[src/rtl/uart_tx_sb_ctrl.sv]
// Purpose: memory-mapped UART transmitter on the system bus; 8N1/8E1/8N2/8E2 framing, LSB first.
// Latency: a DATA write launches START on the sampling edge; read data is registered (1 cycle).
// Backpressure: none; DATA writes while a frame is in progress are dropped. Optional parity via UART_TX_PARITY_EN.
module uart_tx_sb_ctrl #(
  parameter int unsigned DEFAULT_DIV = 868
) (
  input  logic        clk_i,
  input  logic        rst_ni,
  input  logic        req_i,
  input  logic        we_i,
  input  logic [31:0] addr_i,
  input  logic [31:0] wdata_i,
  output logic [31:0] rdata_o,
  output logic        tx_o
);

  localparam logic [15:0] DIV_RST   = 16'(DEFAULT_DIV);
  localparam logic [11:0] OFF_DATA  = 12'h000;
  localparam logic [11:0] OFF_BUSY  = 12'h004;
  localparam logic [11:0] OFF_DIV   = 12'h008;
  localparam logic [11:0] OFF_PAR   = 12'h00C;
  localparam logic [11:0] OFF_STOP2 = 12'h010;
  localparam logic [11:0] OFF_RST   = 12'h024;

  typedef enum logic [2:0] {
    S_IDLE,
    S_START,
    S_DATA,
    S_PARITY,
    S_STOP
  } state_t;

  state_t      state_q;
  logic [15:0] cnt_q;
  logic [2:0]  bit_idx_q;
  logic [7:0]  shreg_q;
  logic        par_bit_q;
  logic        stop_second_q;

  // configuration registers and the copy latched for the frame in flight
  logic [15:0] div_q;
  logic        stop2_q;
  logic        par_en;
  logic [15:0] div_l_q;
  logic        par_l_q;
  logic        stop2_l_q;

  // bus decode; only the page offset matters, the decoder already selected us
  logic [11:0] off;
  logic        wr;
  logic        rd;
  logic        busy;
  logic        soft_rst;
  logic        data_wr;
  logic        div_wr;
  logic        cfg_wr_ok;
  logic        bit_end;
  logic [15:0] reload;
  logic [31:0] rd_mux;
  logic        unused_bits;

  assign off         = addr_i[11:0];
  assign wr          = req_i & we_i;
  assign rd          = req_i & ~we_i;
  assign busy        = (state_q != S_IDLE);
  assign cfg_wr_ok   = wr & ~busy;
  assign soft_rst    = wr & (off == OFF_RST) & wdata_i[0];
  assign data_wr     = cfg_wr_ok & (off == OFF_DATA);
  assign div_wr      = cfg_wr_ok & (off == OFF_DIV) & (wdata_i[15:0] != 16'd0);
  assign bit_end     = (cnt_q == 16'd0);
  assign reload      = div_l_q - 16'd1;
  assign unused_bits = ^{addr_i[31:12], wdata_i[31:16]};

  // DIV and STOP2: writable only while idle; a zero divisor is rejected
  always_ff @(posedge clk_i or negedge rst_ni) begin
    if (!rst_ni) begin
      div_q   <= DIV_RST;
      stop2_q <= 1'b0;
    end else if (soft_rst) begin
      div_q   <= DIV_RST;
      stop2_q <= 1'b0;
    end else begin
      if (div_wr) begin
        div_q <= wdata_i[15:0];
      end
      if (cfg_wr_ok && (off == OFF_STOP2)) begin
        stop2_q <= wdata_i[0];
      end
    end
  end

`ifdef UART_TX_PARITY_EN
  logic par_en_q;
  // PARITY_EN: writable only while idle
  always_ff @(posedge clk_i or negedge rst_ni) begin
    if (!rst_ni) begin
      par_en_q <= 1'b0;
    end else if (soft_rst) begin
      par_en_q <= 1'b0;
    end else if (cfg_wr_ok && (off == OFF_PAR)) begin
      par_en_q <= wdata_i[0];
    end
  end
  assign par_en = par_en_q;
`else
  // parity hardware absent: register reads 0 and frames never carry a parity bit
  assign par_en = 1'b0;
`endif

  // read mux; write-only and unmapped offsets read as zero
  always_comb begin
    rd_mux = 32'd0;
    case (off)
      OFF_BUSY:  rd_mux = {31'd0, busy};
      OFF_DIV:   rd_mux = {16'd0, div_q};
      OFF_PAR:   rd_mux = {31'd0, par_en};
      OFF_STOP2: rd_mux = {31'd0, stop2_q};
      default:   rd_mux = 32'd0;
    endcase
  end

  // read data only moves on a read access; it holds through writes and soft reset
  always_ff @(posedge clk_i or negedge rst_ni) begin
    if (!rst_ni) begin
      rdata_o <= 32'd0;
    end else if (rd) begin
      rdata_o <= rd_mux;
    end
  end

  // frame sequencer: every state holds its bit for div_l_q clocks, tx_o is registered
  always_ff @(posedge clk_i or negedge rst_ni) begin
    if (!rst_ni) begin
      state_q       <= S_IDLE;
      tx_o          <= 1'b1;
      cnt_q         <= 16'd0;
      bit_idx_q     <= 3'd0;
      shreg_q       <= 8'd0;
      par_bit_q     <= 1'b0;
      stop_second_q <= 1'b0;
      div_l_q       <= DIV_RST;
      par_l_q       <= 1'b0;
      stop2_l_q     <= 1'b0;
    end else if (soft_rst) begin
      state_q       <= S_IDLE;
      tx_o          <= 1'b1;
      cnt_q         <= 16'd0;
      bit_idx_q     <= 3'd0;
      shreg_q       <= 8'd0;
      par_bit_q     <= 1'b0;
      stop_second_q <= 1'b0;
      div_l_q       <= DIV_RST;
      par_l_q       <= 1'b0;
      stop2_l_q     <= 1'b0;
    end else begin
      case (state_q)
        S_IDLE: begin
          tx_o <= 1'b1;
          if (data_wr) begin
            // latch the configuration so the whole frame is self-consistent
            state_q       <= S_START;
            tx_o          <= 1'b0;
            cnt_q         <= div_q - 16'd1;
            div_l_q       <= div_q;
            par_l_q       <= par_en;
            stop2_l_q     <= stop2_q;
            shreg_q       <= wdata_i[7:0];
            par_bit_q     <= ^wdata_i[7:0];
            bit_idx_q     <= 3'd0;
            stop_second_q <= 1'b0;
          end
        end
        S_START: begin
          if (bit_end) begin
            state_q <= S_DATA;
            tx_o    <= shreg_q[0];
            cnt_q   <= reload;
          end else begin
            cnt_q <= cnt_q - 16'd1;
          end
        end
        S_DATA: begin
          if (bit_end) begin
            cnt_q <= reload;
            if (bit_idx_q == 3'd7) begin
              if (par_l_q) begin
                state_q <= S_PARITY;
                tx_o    <= par_bit_q;
              end else begin
                state_q <= S_STOP;
                tx_o    <= 1'b1;
              end
            end else begin
              bit_idx_q <= bit_idx_q + 3'd1;
              shreg_q   <= {1'b0, shreg_q[7:1]};
              tx_o      <= shreg_q[1];
            end
          end else begin
            cnt_q <= cnt_q - 16'd1;
          end
        end
        S_PARITY: begin
          if (bit_end) begin
            state_q <= S_STOP;
            tx_o    <= 1'b1;
            cnt_q   <= reload;
          end else begin
            cnt_q <= cnt_q - 16'd1;
          end
        end
        S_STOP: begin
          tx_o <= 1'b1;
          if (bit_end) begin
            if (stop2_l_q && !stop_second_q) begin
              stop_second_q <= 1'b1;
              cnt_q         <= reload;
            end else begin
              state_q <= S_IDLE;
            end
          end else begin
            cnt_q <= cnt_q - 16'd1;
          end
        end
        default: begin
          state_q <= S_IDLE;
          tx_o    <= 1'b1;
        end
      endcase
    end
  end

endmodule

[config.mk]
export PLATFORM = sky130hd
export DESIGN_NAME = uart_tx_sb_ctrl
export DESIGN_NICKNAME = d
export VERILOG_FILES = /design/src/rtl/uart_tx_sb_ctrl.sv
export SDC_FILE = /design/constraint.sdc
export NUM_CORES = 1
export LEC_CHECK = 0
export ABC_AREA = 1
export BUFFER_PORTS_ARGS = -buffer_cell sky130_fd_sc_hd__buf_2
export CAP_MARGIN = 20
export CORE_ASPECT_RATIO = 0.7
export CORE_MARGIN = 2
export CORE_UTILIZATION = 59
export DETAILED_ROUTE_END_ITERATION = 8
export GPL_TIMING_DRIVEN = 0
export PLACE_DENSITY = 0.86
export SETUP_SLACK_MARGIN = 0.05
export SLEW_MARGIN = 20
export SYNTH_ARGS = -nofsm -noshare
export SYNTH_HDL_FRONTEND = slang
export SYNTH_SLANG_ARGS = --single-unit
[constraint.sdc]
create_clock -name clk_i -period 3.2 [get_ports clk_i]
set_input_delay 0.48 -clock clk_i [delete_from_list [all_inputs] [get_ports clk_i]]
set_output_delay 0.48 -clock clk_i [all_outputs]
set_load 0.03 [all_outputs]
==> summary.txt, run 1 <==
Route
  – Number of remaining DRC errors: 0
  – DRT Pass-1 Iters: 6
  – M1 WL: 5230 um
  – Starting DRT DRC Count: 404
  – Met2 Wirelength: 5370 um
  – Via count: 4610
  – DR WL met3: 1230 um
  – Drt total wl: 12100 um
  – Top layer in use: met4
  – Routed WL per cell: 15.2 um
  – Via-per-instance ratio: 5.79
  – ANT nets after route: 0

CTS
  – Worst-Skew Late Latency: 0.38 ns
  – H-tree levels: 3
  – # clock sinks: 82
  – Hold buffer count at CTS: 0
  – Clock-pin slew on the worst setup and hold paths: 0.09 ns
  – Clock Tree Buf Depth: 2
  – Clk root buf: clkbuf_8
  – Post-CTS Setup Bufs: 0
  – CTS tree: yes
  – CTS buffer count: 9
  – Cts repair resizes: 0

Logic synthesis
  – Number of synthesized flops with an enable pin: 0
  – Top post-synthesis cells by area: dfrtp_1, nand2_1, nand3_1
  – Count leader, synth: nand2_1
  – FF+latch count, synth: 82
  – Synth Area per Inst: 7.55 um2
  – Async SR Flop Fraction: 100%
  – Post-synthesis sequential area ratio: 44.5%
  – Synth top area share: 38.3%
  – Yosys top cell by area: dfrtp_1
  – Mapped Cells: 615
  – Netlist Area Pre-Place: 0.00464 mm2
  – Most instantiated cells after synthesis: nand2_1, inv_1, nand3_1
  – Unique masters post-synth: 43
  – Syn. warnings: 0
  – Ys flop type: dfrtp_1

Critical path
  – Arr. time, crit path: 3.03 ns
  – Worst path cell trace: nor2_1 -> nand2_1 -> nor2_2 -> clkbuf_1 -> nand3_1 -> nand3_1 -> nand2_1 -> ha_1 -> nand3_1 -> clkinv_1 -> nand2_1 -> o21ai_0 -> nand3_1 -> nand2_1
  – Crit Path Category: reg2reg
  – Reg-to-reg startpoint: cnt_q[13]
  – CP Buf/Inv Count: 2
  – Crit-path slowest cell: dfrtp_1
  – Setup crit end: cnt_q[12]
  – Peak per-stage delay on the critical path: 0.41 ns
  – R2R Setup Slk: 0.45 ns
  – CP delay by family, top: simple AND/OR/NAND/NOR gates
  – CP required: 3.48 ns
  – Reg2Reg Depth: 14
  – Crit Path Max Fanout: 10
  – CP Depth: 14
  – Worst r2r dst: cnt_q[12]
  – Critical Path Start: cnt_q[13]
  – Startpoint Class: flop
  – Endpoint type of the worst setup path: flop

Final layout
  – Non-filler cells, final: 796
  – Final Core Density: 68.3%
  – Filler instances: 631
  – Nets: 761
  – Ant diodes: 0
  – Fraction of layout instances using a drive strength above 1: 16.7%
  – Post-route cell area: 0.00528 mm2
  – Area Growth Syn to Fin: 13.8%

Flow run
  – Max Cap Viol: 0

Global route
  – Pin count of the biggest net entering global routing: 45
  – Vias in the first global route: 4335
  – Initial antenna violation count: 0
  – Total gr overflow: 0
  – First-pass GRT wire length: 20000 um
  – Gr usage total: 30.0%

Hold path
  – Hold WC Path Type: in2async

Placement
  – RePlAce Congestion: 0.992
  – Dpl cell area: 0.00509 mm2
  – Count of input and output buffers: 48
  – Placed instance count: 780
  – Dpl hpwl: 9190 um

Floorplanning
  – Core area: 0.00774 mm2
  – Row count: 27
  – Full die area: 0.00860 mm2
  – Top Ports: 101
  – Initial Util: 60.0%
  – Die Ht: 78.2 um
  – Chip width: 110 um

Pwr
  – PD cells: 624 mW/mm2
  – VDD IR max: 0.406 mV
  – P_leak: 2.75 nW

STA
  – Setup Viol. Count Final: 0
  – Max-slew headroom at the worst pin: 42.3%
  – Setup_tns: 0 ns
  – Fin Clk Skew: 0.0158 ns
  – Max Clk Rate: 363 MHz
  – Slew Limit Fails: 0
  – Hold Vio Cnt, Final: 0
  – RSZ-0062 raised after global routing: false
  – Final worst path period need: 2.75 ns
  – Actual slew at the worst max-slew pin: 0.854 ns
  – Final Cycle Share: 86.1%

Status
  – Status: complete, no violations
==> through the flow <==
step	setup slack [ns]	hold slack [ns]	total power, mW
6_report	0.445	0.0904	3.30
5_1_grt	0.247	0.141	3.50
4_1_cts	0.545	0.110	3.28
3_5_place_dp	0.585	0.474	2.51
3_3_place_gp	0.679	0.472	2.45
2_1_floorplan	1.08	0.184	2.21
==> kinds of logic (layout without fill, tap and decap cells) <==
kind of cell	Yosys count	after routing	share of synthesized area [%]
simple gates	293	293	28.6
buf+inv	120	185	11.5
compound gates	113	113	14.0
flops	82	82	44.5
fa+ha+maj	3	3	0.809
xor+xnor	3	3	0.566
other cells	1	16	0.0808
==> report_power, final <==
group / internal [mW] / total, mW / switching, mW
clock network: 0.379 / 0.775 / 0.395
logic: 0.401 / 1.19 / 0.788
registers: 1.22 / 1.33 / 0.117
total: 2.00 / 3.30 / 1.30
==> worst min-delay path by stage <==
stage                start           end  slack (ns)  cells past startpoint
5_1_grt             rst_ni   rdata_o[13]        0.14                      1
6_report            rst_ni   rdata_o[10]        0.09                      1
2_1_floorplan       rst_ni  bit_idx_q[0]        0.18                      0
3_3_place_gp   div_l_q[13]   div_l_q[13]        0.47                      2
3_5_place_dp   div_l_q[14]   div_l_q[14]        0.47                      2
4_1_cts             rst_ni   rdata_o[13]        0.11                      1
==> cell usage in the layout, fill, tap and decap left out, types with 2 or more instances in the layout <==
cell type     n
dfrtp_1      71
inv_2         4
xnor2_1       2
clkbuf_1     13
nor2_1       40
a21oi_1      17
nor3_1        5
nand2_1     141
dfstp_2      11
clkinv_2      3
o31ai_1       6
buf_6         2
nor2_2        3
ha_1          3
conb_1       16
o211ai_1      5
o22ai_1      12
buf_4        17
nand3_1      78
clkinvlp_4    2
nand4_1       9
o21ai_0      57
clkbuf_8     10
nand2_4       2
inv_1        81
nor4_1        5
nor2_4        2
nand2_2       2
o21ai_1       8
nand3b_1      3
buf_2        49
==> state kept, by name (all words and copies together) (netlist names), 3 cells and up <==
register,cells
div_q,16
bit_idx_q,3
div_l_q,16
shreg_q,8
rdata_o,16
state_q,3
cnt_q,16
==> cell type report <==
| type | count | area, um2 | share of cell area (%) |
|---|---|---|---|
| clock buffer | 11 | 141 | 2.68 |
| inverter | 88 | 334 | 6.32 |
| sequential | 82 | 2070 | 39.1 |
| clock inverter | 5 | 55.1 | 1.04 |
| multi-input combinational | 428 | 2100 | 39.8 |
| timing repair buffer | 49 | 263 | 4.97 |
| buffer | 32 | 198 | 3.74 |
| tap | 101 | 126 | 2.39 |
==> per-layer routing <==
metal  vias up  global-route usage [%]
met5         -                       0
met4         0                    8.48
met2       228                    45.8
met3        43                    10.3
li1       2151                       -
met1      2188                    40.6
No activity file was read; power rests on OpenSTA's default activity.
==> run 2, diff against run 1 <==
Settings changed: BUFFER_PORTS_ARGS -buffer_cell sky130_fd_sc_hd__buf_2 to unset, CORE_UTILIZATION 59 to 69, DONT_BUFFER_PORTS set to 1, PLACE_DENSITY 0.86 to 0.85.
==> run 2 against run 1 <==
The flow now finishes with violations (negative hold slack). Flip-flop and latch count did not move. Combinational power down 3%. Critical path depth unchanged. Final area fell by 4.9%. Maximum frequency down 1.1%. Register-to-register slack worse by 0.03 ns. Via count fell by 3.9%. Worst setup slack worse by 0.032 ns. Sequential share of layout area is 2.0 points higher. Critical endpoint unchanged. Largest cell class unchanged.
==> summary.txt, run 2 (synthesis results as in run 1) <==
STA
  – Slew Limit Fails: 0
  – Max-slew headroom at the worst pin: 46.1%
  – Hold Vio Cnt, Final: 19
  – Actual slew at the worst max-slew pin: 0.798 ns
  – Worst hold slack: -0.00859 ns
  – Setup_tns: 0 ns
  – Setup Viol. Count Final: 0
  – Final Cycle Share: 87.1%
  – Final worst path period need: 2.79 ns
  – Slack of the critical path: 0.413 ns
  – Fin Clk Skew: 0.0182 ns
  – Max Clk Rate: 359 MHz
  – RSZ-0062 raised after global routing: false

Route
  – Via count: 4431
  – Number of remaining DRC errors: 0
  – Drt total wl: 12200 um
  – ANT nets after route: 0
  – DRT Pass-1 Iters: 5
  – Routed WL per cell: 16.5 um
  – Starting DRT DRC Count: 546
  – Via-per-instance ratio: 6.00

Pwr
  – P_leak: 2.53 nW
  – PD cells: 643 mW/mm2
  – Sw power: 1.33 mW
  – Clock Power Share: 22.7%
  – VDD IR max: 0.462 mV
  – Combinational Power Share: 35.6%
  – P_int: 1.89 mW
  – Total Power: 3.23 mW
  – Sw Share: 41.3%
  – Share of power burned in registers: 41.7%

Hold path
  – Hold WC Path Type: in2async

CTS
  – # clock sinks: 82
  – CTS tree: yes
  – Cts repair resizes: 0
  – Clock-pin slew on the worst setup and hold paths: 0.10 ns
  – Hold buffer count at CTS: 1
  – CTS buffer count: 9
  – Clock Tree Buf Depth: 2
  – Worst-Skew Late Latency: 0.38 ns
  – Post-CTS Setup Bufs: 0
  – Clk root buf: clkbuf_8
  – H-tree levels: 3

Global route
  – Gr usage total: 35.5%
  – Vias in the first global route: 4230
  – Pin count of the biggest net entering global routing: 83
  – First-pass GRT wire length: 20100 um
  – Initial antenna violation count: 0
  – Total gr overflow: 0

Floorplanning
  – Full die area: 0.00741 mm2
  – Core area: 0.00637 mm2
  – Initial Util: 72.9%
  – Die Ht: 72.6 um
  – Row count: 24
  – Chip width: 102 um
  – Top Ports: 101

Critical path
  – Startpoint Class: flop
  – Crit Path Max Fanout: 10
  – Arr. time, crit path: 3.07 ns
  – CP required: 3.48 ns
  – Crit Path Category: reg2reg
  – Endpoint type of the worst setup path: flop

Placement
  – Count of input and output buffers: 0
  – Dpl hpwl: 9000 um
  – RePlAce Congestion: 0.963
  – Dpl cell area: 0.00481 mm2
  – Placed instance count: 721
  – Post-Place Setup Slack: 0.556 ns

Final layout
  – Ant diodes: 0
  – Post-route cell area: 0.00502 mm2
  – Commonest non-fill, non-tap cells in the layout: nand2_1, inv_1, nand3_1
  – Commonest non-fill, non-tap cell in the layout: nand2_1
  – Area Growth Syn to Fin: 8.19%
  – Filler instances: 471
  – Nets: 713
  – Non-filler cells, final: 738
  – Fraction of layout instances using a drive strength above 1: 10.7%

Status
  – Status: complete, but fails checks
  – Failing checks: negative hold slack

Flow run
  – Max Cap Viol: 0
-- run 2: worst paths after layout --
check                       startpoint          end  slack (ns)  depth (start not counted)
max                          cnt_q[12]    cnt_q[12]        0.41                         14
min                             rst_ni  rdata_o[13]      -0.009                          1
max reg2reg                  cnt_q[12]    cnt_q[12]        0.41                         14
min reg2reg                div_l_q[13]  div_l_q[13]        0.49                          2
max in group asynchronous       rst_ni         tx_o        2.85                          1
min in group clk_i         wdata_i[12]    div_q[12]        0.25                          2
-- run 2: final cells by class --
class	count	area (um2)	share of cell area, %
sequential	82	2070	41.1
clock inverter	7	58.8	1.17
inverter	88	334	6.65
timing repair buffer	1	27.5	0.548
buffer	32	198	3.94
multi-input combinational	428	2100	41.8
clock buffer	9	124	2.47
tap	91	114	2.27
-- run 2: per-layer routing --
layer  vias up  GRT usage, %  routed length, um
met5         -             0                  0
met4         0          12.7                329
met3        52          11.4               1490
met2       268          55.0               5460
met1      2059          47.4               4920
li1       2052             -                  -
-- run 2: through the flow --
stage	hold WS, ns	util [%]
floorplan	0.184	-
global placement	0.186	75.6
detailed placement	0.186	75.6
CTS	0.00593	78.9
global route	0.0152	78.9
finish	-0.00859	78.9
-- run 2: power by group through the flow --
| stage | clock network, mW | registers (mW) | logic (mW) |
|---|---|---|---|
| 2_1_floorplan | 0 | 1.33 | 0.878 |
| 3_3_place_gp | 0 | 1.36 | 1.05 |
| 3_5_place_dp | 0 | 1.36 | 1.09 |
| 4_1_cts | 0.729 | 1.34 | 1.13 |
| 5_1_grt | 0.766 | 1.37 | 1.29 |
| 6_report | 0.733 | 1.35 | 1.15 |
-- run 2: critical path, stage by stage (launching register included) --
cell,delay [ns]
dfrtp_1,0.42
nor2_1,0.14
nand2_1,0.13
nor2_2,0.30
clkbuf_1,0.42
nand3_1,0.14
nand3_1,0.10
nand2_1,0.11
ha_1,0.23
nand3_1,0.19
clkinv_1,0.09
nand2_1,0.19
o21ai_0,0.12
nand3_1,0.07
nand2_1,0.05
